`config.mk`:
```
export PLATFORM = sky130hd
export DESIGN_NAME = num_uart_tx
export DESIGN_NICKNAME = d
export VERILOG_FILES = /design/src/rtl/p3p_pkg.sv /design/src/rtl/uart_byte_tx.sv /design/src/rtl/num_uart_tx.sv
export SDC_FILE = /design/constraint.sdc
export NUM_CORES = 1
export LEC_CHECK = 0
export ABC_AREA = 1
export ABC_CLOCK_PERIOD_IN_PS = 3800
export CAP_MARGIN = 30
export CORE_AREA = 10 10 103 59
export CTS_CLUSTER_DIAMETER = 50
export DETAILED_ROUTE_END_ITERATION = 8
export DIE_AREA = 0 0 113 69
export PLACE_DENSITY = 0.78
export REMOVE_ABC_BUFFERS = 1
export SLEW_MARGIN = 20
export SYNTH_ARGS = -nofsm -noshare
export SYNTH_HDL_FRONTEND = slang
export SYNTH_SLANG_ARGS = --single-unit
```
`constraint.sdc`:
```
create_clock -name clk -period 3.8 [get_ports clk]
set_input_delay 0.95 -clock clk [delete_from_list [all_inputs] [get_ports clk]]
set_output_delay 0.95 -clock clk [all_outputs]
set_load 0.02 [all_outputs]
```
`src/rtl/p3p_pkg.sv`:
```
// Shared types and constants for the numeric UART transmitter.
// A num is a raw 16-bit two's-complement value carried as two bytes.
package p3p_pkg;

    typedef logic signed [15:0] num;

    localparam int CLK_HZ               = 32'd50_000_000;
    localparam int BAUD_RATE            = 32'd115_200;
    localparam int DEFAULT_CLKS_PER_BIT = CLK_HZ / BAUD_RATE;

    typedef enum logic [1:0] {
        ST_IDLE  = 2'd0,
        ST_START = 2'd1,
        ST_DATA  = 2'd2,
        ST_STOP  = 2'd3
    } tx_state_t;

    // Select the low (hi=0) or high (hi=1) byte of a num, no sign handling.
    function automatic logic [7:0] num_byte(input num value, input logic hi);
        if (hi) begin
            num_byte = value[15:8];
        end else begin
            num_byte = value[7:0];
        end
    endfunction

endpackage

```
`src/rtl/uart_byte_tx.sv`:
```
// 8N1 single-byte serializer. o_ready is also high in the final stop-bit
// cycle so a new byte can follow with no idle gap.
module uart_byte_tx
    import p3p_pkg::*;
#(
    parameter int CLKS_PER_BIT = DEFAULT_CLKS_PER_BIT
) (
    input  logic       clk,
    input  logic       reset,
    input  logic       i_start,
    input  logic [7:0] i_data,
    output logic       o_ready,
    output logic       o_tx
);

    localparam int                BAUD_W    = $clog2(CLKS_PER_BIT);
    localparam logic [BAUD_W-1:0] BAUD_LAST = BAUD_W'(CLKS_PER_BIT - 1);

    tx_state_t         r_state;
    tx_state_t         w_state_nx;
    logic [BAUD_W-1:0] r_baud;
    logic [BAUD_W-1:0] w_baud_nx;
    logic [2:0]        r_bit;
    logic [2:0]        w_bit_nx;
    logic [7:0]        r_shift;
    logic [7:0]        w_shift_nx;
    logic              r_tx;
    logic              w_tx_nx;
    logic              w_baud_last;

    // Bit timer, state and line registers.
    always_ff @(posedge clk or negedge reset) begin
        if (!reset) begin
            r_state <= ST_IDLE;
            r_baud  <= '0;
            r_bit   <= 3'd0;
            r_shift <= 8'd0;
            r_tx    <= 1'b1;
        end else begin
            r_state <= w_state_nx;
            r_baud  <= w_baud_nx;
            r_bit   <= w_bit_nx;
            r_shift <= w_shift_nx;
            r_tx    <= w_tx_nx;
        end
    end

    // Next-state logic; the line value is computed one cycle ahead so tx is a flop.
    always_comb begin
        w_state_nx  = r_state;
        w_baud_nx   = r_baud;
        w_bit_nx    = r_bit;
        w_shift_nx  = r_shift;
        w_tx_nx     = r_tx;
        w_baud_last = (r_baud == BAUD_LAST);
        o_ready     = 1'b0;
        case (r_state)
            ST_IDLE: begin
                o_ready = 1'b1;
                w_tx_nx = 1'b1;
                if (i_start) begin
                    w_state_nx = ST_START;
                    w_baud_nx  = '0;
                    w_shift_nx = i_data;
                    w_tx_nx    = 1'b0;
                end else begin
                    w_state_nx = ST_IDLE;
                end
            end
            ST_START: begin
                if (w_baud_last) begin
                    w_state_nx = ST_DATA;
                    w_baud_nx  = '0;
                    w_bit_nx   = 3'd0;
                    w_tx_nx    = r_shift[0];
                end else begin
                    w_baud_nx  = r_baud + BAUD_W'(1);
                end
            end
            ST_DATA: begin
                if (w_baud_last) begin
                    w_baud_nx = '0;
                    if (r_bit == 3'd7) begin
                        w_state_nx = ST_STOP;
                        w_tx_nx    = 1'b1;
                    end else begin
                        w_bit_nx   = r_bit + 3'd1;
                        w_shift_nx = {1'b0, r_shift[7:1]};
                        w_tx_nx    = r_shift[1];
                    end
                end else begin
                    w_baud_nx = r_baud + BAUD_W'(1);
                end
            end
            ST_STOP: begin
                o_ready = w_baud_last;
                if (w_baud_last) begin
                    w_baud_nx = '0;
                    if (i_start) begin
                        w_state_nx = ST_START;
                        w_shift_nx = i_data;
                        w_tx_nx    = 1'b0;
                    end else begin
                        w_state_nx = ST_IDLE;
                        w_tx_nx    = 1'b1;
                    end
                end else begin
                    w_baud_nx = r_baud + BAUD_W'(1);
                end
            end
            default: begin
                w_state_nx = ST_IDLE;
                w_baud_nx  = '0;
                w_bit_nx   = 3'd0;
                w_tx_nx    = 1'b1;
            end
        endcase
    end

    assign o_tx = r_tx;

endmodule

```
`src/rtl/num_uart_tx.sv`:
```
// Sends N_NUMS 16-bit values as a contiguous stream of 8N1 bytes,
// low byte first, element 0 first, from a snapshot taken at acceptance.
module num_uart_tx
    import p3p_pkg::*;
#(
    parameter int N_NUMS       = 1,
    parameter int CLKS_PER_BIT = DEFAULT_CLKS_PER_BIT
) (
    input  logic              clk,
    input  logic              reset,
    input  logic              send_data,
    input  num   [N_NUMS-1:0] tx_nums,
    output logic              tx,
    output logic              busy,
    output logic              done
);

    localparam int               IDX_W   = $clog2(2 * N_NUMS) + 1;
    localparam logic [IDX_W-1:0] N_BYTES = IDX_W'(2 * N_NUMS);

    num   [N_NUMS-1:0] r_buf;
    logic [IDX_W-1:0]  r_byte_idx;
    logic              r_busy;
    logic              r_done;

    logic              w_ready;
    logic              w_tx;
    logic              w_accept;
    logic              w_more;
    logic              w_finish;
    logic              w_start;
    logic [7:0]        w_buf_byte;
    logic [7:0]        w_byte;

    // Byte-level handshake: first byte comes straight from the inputs, the rest from the snapshot.
    always_comb begin
        w_accept   = !r_busy && w_ready && send_data;
        w_more     = r_busy && w_ready && (r_byte_idx < N_BYTES);
        w_finish   = r_busy && w_ready && (r_byte_idx >= N_BYTES);
        w_start    = w_accept || w_more;
        w_buf_byte = 8'd0;
        for (int i = 0; i < 2 * N_NUMS; i++) begin
            w_buf_byte = w_buf_byte |
                         ({8{r_byte_idx == IDX_W'(i)}} & num_byte(r_buf[i / 2], i[0]));
        end
        w_byte = w_accept ? num_byte(tx_nums[0], 1'b0) : w_buf_byte;
    end

    // Snapshot buffer, byte sequencing and the busy/done flags.
    always_ff @(posedge clk or negedge reset) begin
        if (!reset) begin
            r_buf      <= '0;
            r_byte_idx <= '0;
            r_busy     <= 1'b0;
            r_done     <= 1'b0;
        end else if (w_accept) begin
            r_buf      <= tx_nums;
            r_byte_idx <= IDX_W'(1);
            r_busy     <= 1'b1;
            r_done     <= 1'b0;
        end else if (w_more) begin
            r_byte_idx <= r_byte_idx + IDX_W'(1);
            r_done     <= 1'b0;
        end else if (w_finish) begin
            r_byte_idx <= '0;
            r_busy     <= 1'b0;
            r_done     <= 1'b1;
        end else begin
            r_done     <= 1'b0;
        end
    end

    uart_byte_tx #(
        .CLKS_PER_BIT(CLKS_PER_BIT)
    ) u_byte_tx (
        .clk     (clk),
        .reset   (reset),
        .i_start (w_start),
        .i_data  (w_byte),
        .o_ready (w_ready),
        .o_tx    (w_tx)
    );

    assign tx   = w_tx;
    assign busy = r_busy;
    assign done = r_done;

endmodule

```
# Word level (Yosys, flattened, before mapping)
# Index checks and enable logic that the tools add are counted.
op_classes:
  addsub: 3
  magnitude_cmp: 2
  n_eq_ne: 13
  n_mux: 35
  n_bitwise: 3
  n_reduce_logical: 19
op_table:
  columns: ["cell", "count"]
  rows:
  - ["8-bit 2-to-1 mux", 5]
  - ["8-bit one-hot mux with 3 select lines", 1]
  - ["9-bit 2-to-1 mux", 2]
  - ["9-bit one-hot mux with 2 select lines", 1]
  - ["8-bit AND", 2]
  - ["2-bit 2-to-1 mux", 7]
  - ["1-bit 2-to-1 mux", 12]
  - ["4-bit AND reduction", 3]
  - ["2-bit by 1-bit inequality test with 1-bit output, second input constant", 5]
  - ["9-bit by 1-bit adder with 9-bit output, second input constant", 1]
  - ["9-bit == test, second input constant", 1]
  - ["3-bit 2-to-1 mux", 3]
  - ["8-bit bitwise OR", 1]
  - ["2-bit one-hot mux with 4 select lines", 1]
  - ["3-bit one-hot mux with 2 select lines", 1]
  - ["3-bit nonzero test", 2]
  - ["1-bit logical AND", 5]
  - ["2-bit by 1-bit == test with 1-bit output, second input constant", 2]
  - ["2-bit == test, second input constant", 2]
  - ["2-bit logical NOT", 2]
  - ["2-bit inequality test, second input constant", 2]
  - ["1-bit one-hot mux with 4 select lines", 1]
  - ["2-bit nonzero test", 2]
  - ["3-bit by 1-bit adder with 3-bit output, second input constant", 1]
  - ["other kinds (10)", 10]
word_totals:
  regBits: 43
  input_bits: 19

# Longest topological paths before layout
logic_depth:
  depth_word: 8
  mapped_depth: 14

# Cells and area by module
# Synthesis repeated with hierarchy kept, for this count alone.
unflattened:
  hier_cells: 332
  hier_area_um2: 2478.6
by_module_without_submodules:
  columns: ["module", "n_inst", "cells_per_inst", "area_per_inst_um2"]
  rows:
  - ["uart_byte_tx", 1, 194, 1420.1]
  - ["num_uart_tx", 1, 138, 1058.5]

# Worst setup path after synthesis
# No wires, ideal clock.
synth_timing:
  path_kind: "input-to-reg"
  startpoint: "input send_data"
  endpoint: "register r_buf[10] in the netlist's numbering"
  setup_ns: 0.125
  arrival_ns: 1.929
  slack_ns: 1.746
  path_stages: 5
  cell_sequence: "inv_1 -> nor2_1 -> nand3_4 -> buf_6 -> mux2_4"
synth_via:
  elab_chain_len: 1
synth_rtl:
  columns: ["element", "line", "source"]
  rows:
  - ["start, declared", "num_uart_tx.sv:11", "input logic send_data,"]
  - ["1-bit logical AND", "num_uart_tx.sv:37", "w_accept = !r_busy && w_ready && send_data;"]
  - ["end signal, assigned", "num_uart_tx.sv:57", "r_buf <= tx_nums;"]
  - ["end, declared", "num_uart_tx.sv:21", "num [N_NUMS-1:0] r_buf;"]
# Every way passes these cells.
# A chain may end at the register's enable or synchronous reset.

# Final worst setup path
layout_timing:
  startpoint: "input send_data"
  endpoint: "register u_byte_tx.r_shift[6]"
layout_via:
  elab_chain_len: 5
  elab_cells_between_ends: 6
  classes_between: "mux (4); reduce/logical (2)"
layout_rtl:
  columns: ["element", "line", "source"]
  rows:
  - ["1-bit logical AND (*)", "num_uart_tx.sv:37", null]
  - ["8-bit 2-to-1 mux or 1-bit logical OR (tied branches)", "num_uart_tx.sv:46, num_uart_tx.sv:40", null]
  - ["8-bit 2-to-1 mux (*)", "uart_byte_tx.sv:61, uart_byte_tx.sv:99", null]
  - ["8-bit 2-to-1 mux", "uart_byte_tx.sv:97", "if (w_baud_last) begin"]
  - ["8-bit one-hot mux with 3 select lines (*)", "uart_byte_tx.sv:57", "case (r_state)"]
  - ["end signal, assigned", "uart_byte_tx.sv:43", "r_shift <= w_shift_nx;"]
  - ["end, declared", "uart_byte_tx.sv:25", "logic [7:0] r_shift;"]
# Every way passes the cells marked *; elsewhere a longest branch is shown, timed or not. The select of a mux whose other input is x is not followed.

==> flow_summary.ini <==
[sta]
hold_ws_ns = 0.482
worst_slew_margin_rel_pct = 67.4
post-route-period-util_pct = 64.6
period_needed_ns = 2.45
final.setup_skew_ns = 0.00716
final-hold-violation-count = 0
grt_setup_unrepaired = false
timing.setup.tns_ns = 0
tightestPinTransition_ns = 0.483
timing_max_transition_violations_final = 0
max_freq_ghz = 0.408
post-route-worst-setup-slack_ns = 1.35
finalSetupViolCount = 0

[floorplanning]
pin_count = 22
die_height_um = 69
die-area_um2 = 7800
std_cell_rows = 17
initial_core_util_pct = 56.2
die_wd_um = 113
floorplan.core_area_um2 = 4280

[placement]
portBuffers = 21
dp_hpwl_um = 3920
placement.setup.worst_slack_ns = 1.00
place_congestion = 0.887
place_inst = 372
placement.cell_area_um2 = 2650

[setup_path]
worst-r2r-cell-count = 9
critical_path.reg2reg.startpoint = u_byte_tx.r_state[0]$_DFFE_PN0P_
worst-path-max-fanout = 34
worstSetupEndpointType = register
crit_required_ns = 4.05
timing.critical_path.from_type = input pin
timing.rr.end = u_byte_tx.r_shift[6]$_DFFE_PN0P_
reg2reg_slack_ns = 1.42
slowest_cell_on_the_critical_path = clkdlybuf4s50_1
path_class = in -> reg
path_common_cell = nand2_1
crit_arrival_ns = 2.70
critical_path.cell_chain = clkdlybuf4s50_1 > inv_1 > nor2_1 > buf_4 > nand3_4 > nand3_1 > nand2_2 > clkinv_2 > nand2_1 > nand2_1
critical_path.max_stage_delay_ns = 0.46

[global_routing]
grt_start_max_net_pins = 44
grt_first_pass_wirelength_um = 8840
grt_pass1_vias = 1834
total_routing_usage_gr_pct = 13.4
antenna_found_initial = 0
grt_remaining_overflow = 0

[clock_tree]
ctsResizeCount = 0
h-tree-depth = 2
register_clock_pin_slew_on_the_reported_worst_setup_and_hold_paths_ns = 0.09
cts.sink_count = 43
tritoncts.num_buffers = 5
postCtsHoldBufs = 0
cts_tree = yes
clock_tree.buffer_depth = 2
post-cts-setup-buffers = 0
clock-root-buffer = clkbuf_8
clk_latency_ns = 0.30

[power]
totalPowerFinal_mw = 0.790
power-per-cell-area_nw_per_um2 = 286
power_frac_seq_pct = 57.9
irDropWorstVdd_mv = 0.214
power_switching_share_pct = 23.2
share_comb_of_total_power_pct = 3.8
total_leakage_power_nw = 1.50
power.switching_mw = 0.183
design_internal_power_mw = 0.606
power.share.clock_pct = 38.3

[logic_synthesis]
netlist.area_leader.share_pct = 43.7
ys.warnings.count = 0
synth_seq_cells = 43
syn-instance-count = 300
synth_area_leaders = dfrtp_1 44%, nand2_1 19%, ha_1 6.2%, inv_1 3.9%, o21ai_0 3.3%
synthArstFlopShare_pct = 100
synth_enable_flop_cells = 0
synth_top_cell_by_area = dfrtp_1
ys_top_cells_by_count = 120 x nand2_1, 42 x dfrtp_1, 25 x inv_1
synthFlopType = dfrtp_1
synthDistinctLibCells = 31
ys_seq_area_share_pct = 44.8
mappedNetlistArea_um2 = 2400
yosysMostFrequentCell = nand2_1
post_synth.cell_area_avg_um2 = 8.01

[cells_and_area]
nets = 354
final_layout_size_suffix_gt1_share_pct = 8.64
post_route_non_filler_standard_cell_count = 381
utilization_pct = 64.5
flow.area_growth_from_synthesis_pct = 14.8
antennaDiodeCount = 0
stdcell_area_um2 = 2760

[route]
postRouteAntennaNets = 0
avgRoutedWirePerCell_um = 13.9
vias_per_cell = 5.24
dr_total_vias = 1997
finalWirelength_um = 5280
number_of_design_rule_violations_left_after_detail_routing = 0
drt-initial-drc-count = 173
drt_first_pass_iters = 5

[status]
status = finished, final reports clean

[hold_path]
worst_hold_startpoint = r_buf[1]$_DFFE_PN0P_
timing.hold.worst_endpoint = r_buf[1]$_DFFE_PN0P_
min_delay_path_depth = 2
min_path_type = reg -> reg

[run]
max-cap-violations = 0
how the worst max path moves through the flow:
stage,from,to,slack [ns],depth (start not counted)
4_1_cts,send_data,u_byte_tx.r_shift[6]$_DFFE_PN0P_,1.33,10
5_1_grt,send_data,u_byte_tx.r_baud[5]$_DFFE_PN0P_,1.14,8
6_report,send_data,u_byte_tx.r_shift[6]$_DFFE_PN0P_,1.35,10
2_1_floorplan,send_data,u_byte_tx.r_baud[7]$_DFFE_PN0P_,1.55,7
3_3_place_gp,send_data,u_byte_tx.r_baud[8]$_DFFE_PN0P_,1.08,9
3_5_place_dp,send_data,u_byte_tx.r_shift[6]$_DFFE_PN0P_,1.00,10
cell families after synthesis:
| family | share of synthesized area (%) |
|---|---|
| buffers and inverters | 6.04 |
| multiplexers | 3.12 |
| flip-flops | 44.8 |
| XOR/XNOR | 1.09 |
| AND/OR/NAND/NOR | 31.1 |
| adder cells (fa/ha/maj) | 6.25 |
| AO/OA/AOI/OAI | 7.55 |
power by group through the flow:
stage / Combinational [mW] / Sequential [mW] / Clock [mW]
floorplan: 0.000619 / 0.466 / 0
global placement: 0.0284 / 0.466 / 0
detailed placement: 0.0285 / 0.466 / 0
CTS: 0.0285 / 0.457 / 0.312
global route: 0.0328 / 0.457 / 0.325
finish: 0.0300 / 0.457 / 0.302
worst max-delay path, delay by kind of cell:
kind                   cells  cell delay [ns]
AND/OR/NAND/NOR            6             0.93
buffers and inverters      4             0.82
cells in the final DEF, fill, tap and decap left out, drive strengths merged:
cell type,count
dfrtp,42
xor2,2
a21oi,6
dfstp,1
nand2,124
o31ai,1
ha,12
clkinvlp,1
clkinv,3
inv,26
nand3,12
or2,1
nor3,2
clkbuf,5
nand3b,1
o21ai,17
xnor2,1
mux2,5
nand4,11
nor2,21
clkdlybuf4s50,20
o211ai,2
buf,3
a22o,5
state kept, by name, summed over array words and instances, names as in the netlist:
register / flops
u_byte_tx.o_tx: 1
u_byte_tx.r_state: 2
r_buf: 16
done: 1
u_byte_tx.r_bit: 3
busy: 1
u_byte_tx.r_baud: 9
r_byte_idx: 2
u_byte_tx.r_shift: 8
metal layers:
layer | track usage [%] | part of all wire [%] | vias up
met5 | 0 | 0 | -
met2 | 16.0 | 38 | 67
met1 | 21.3 | 53 | 914
met3 | 4.05 | 7.9 | 7
met4 | 3.75 | 1.1 | 0
li1 | - | - | 1009
area by class of cell:
class                           instances  area (um^2)
Inverter                               27          103
Tap cell                               57         71.3
Sequential cell                        43         1080
Fill cell                             361         1520
Clock buffer                            5         68.8
Timing Repair Buffer                   23          233
Multi-Input combinational cell        223         1180
Clock inverter                          3         25.0
No activity file was read; power rests on OpenSTA's default activity.
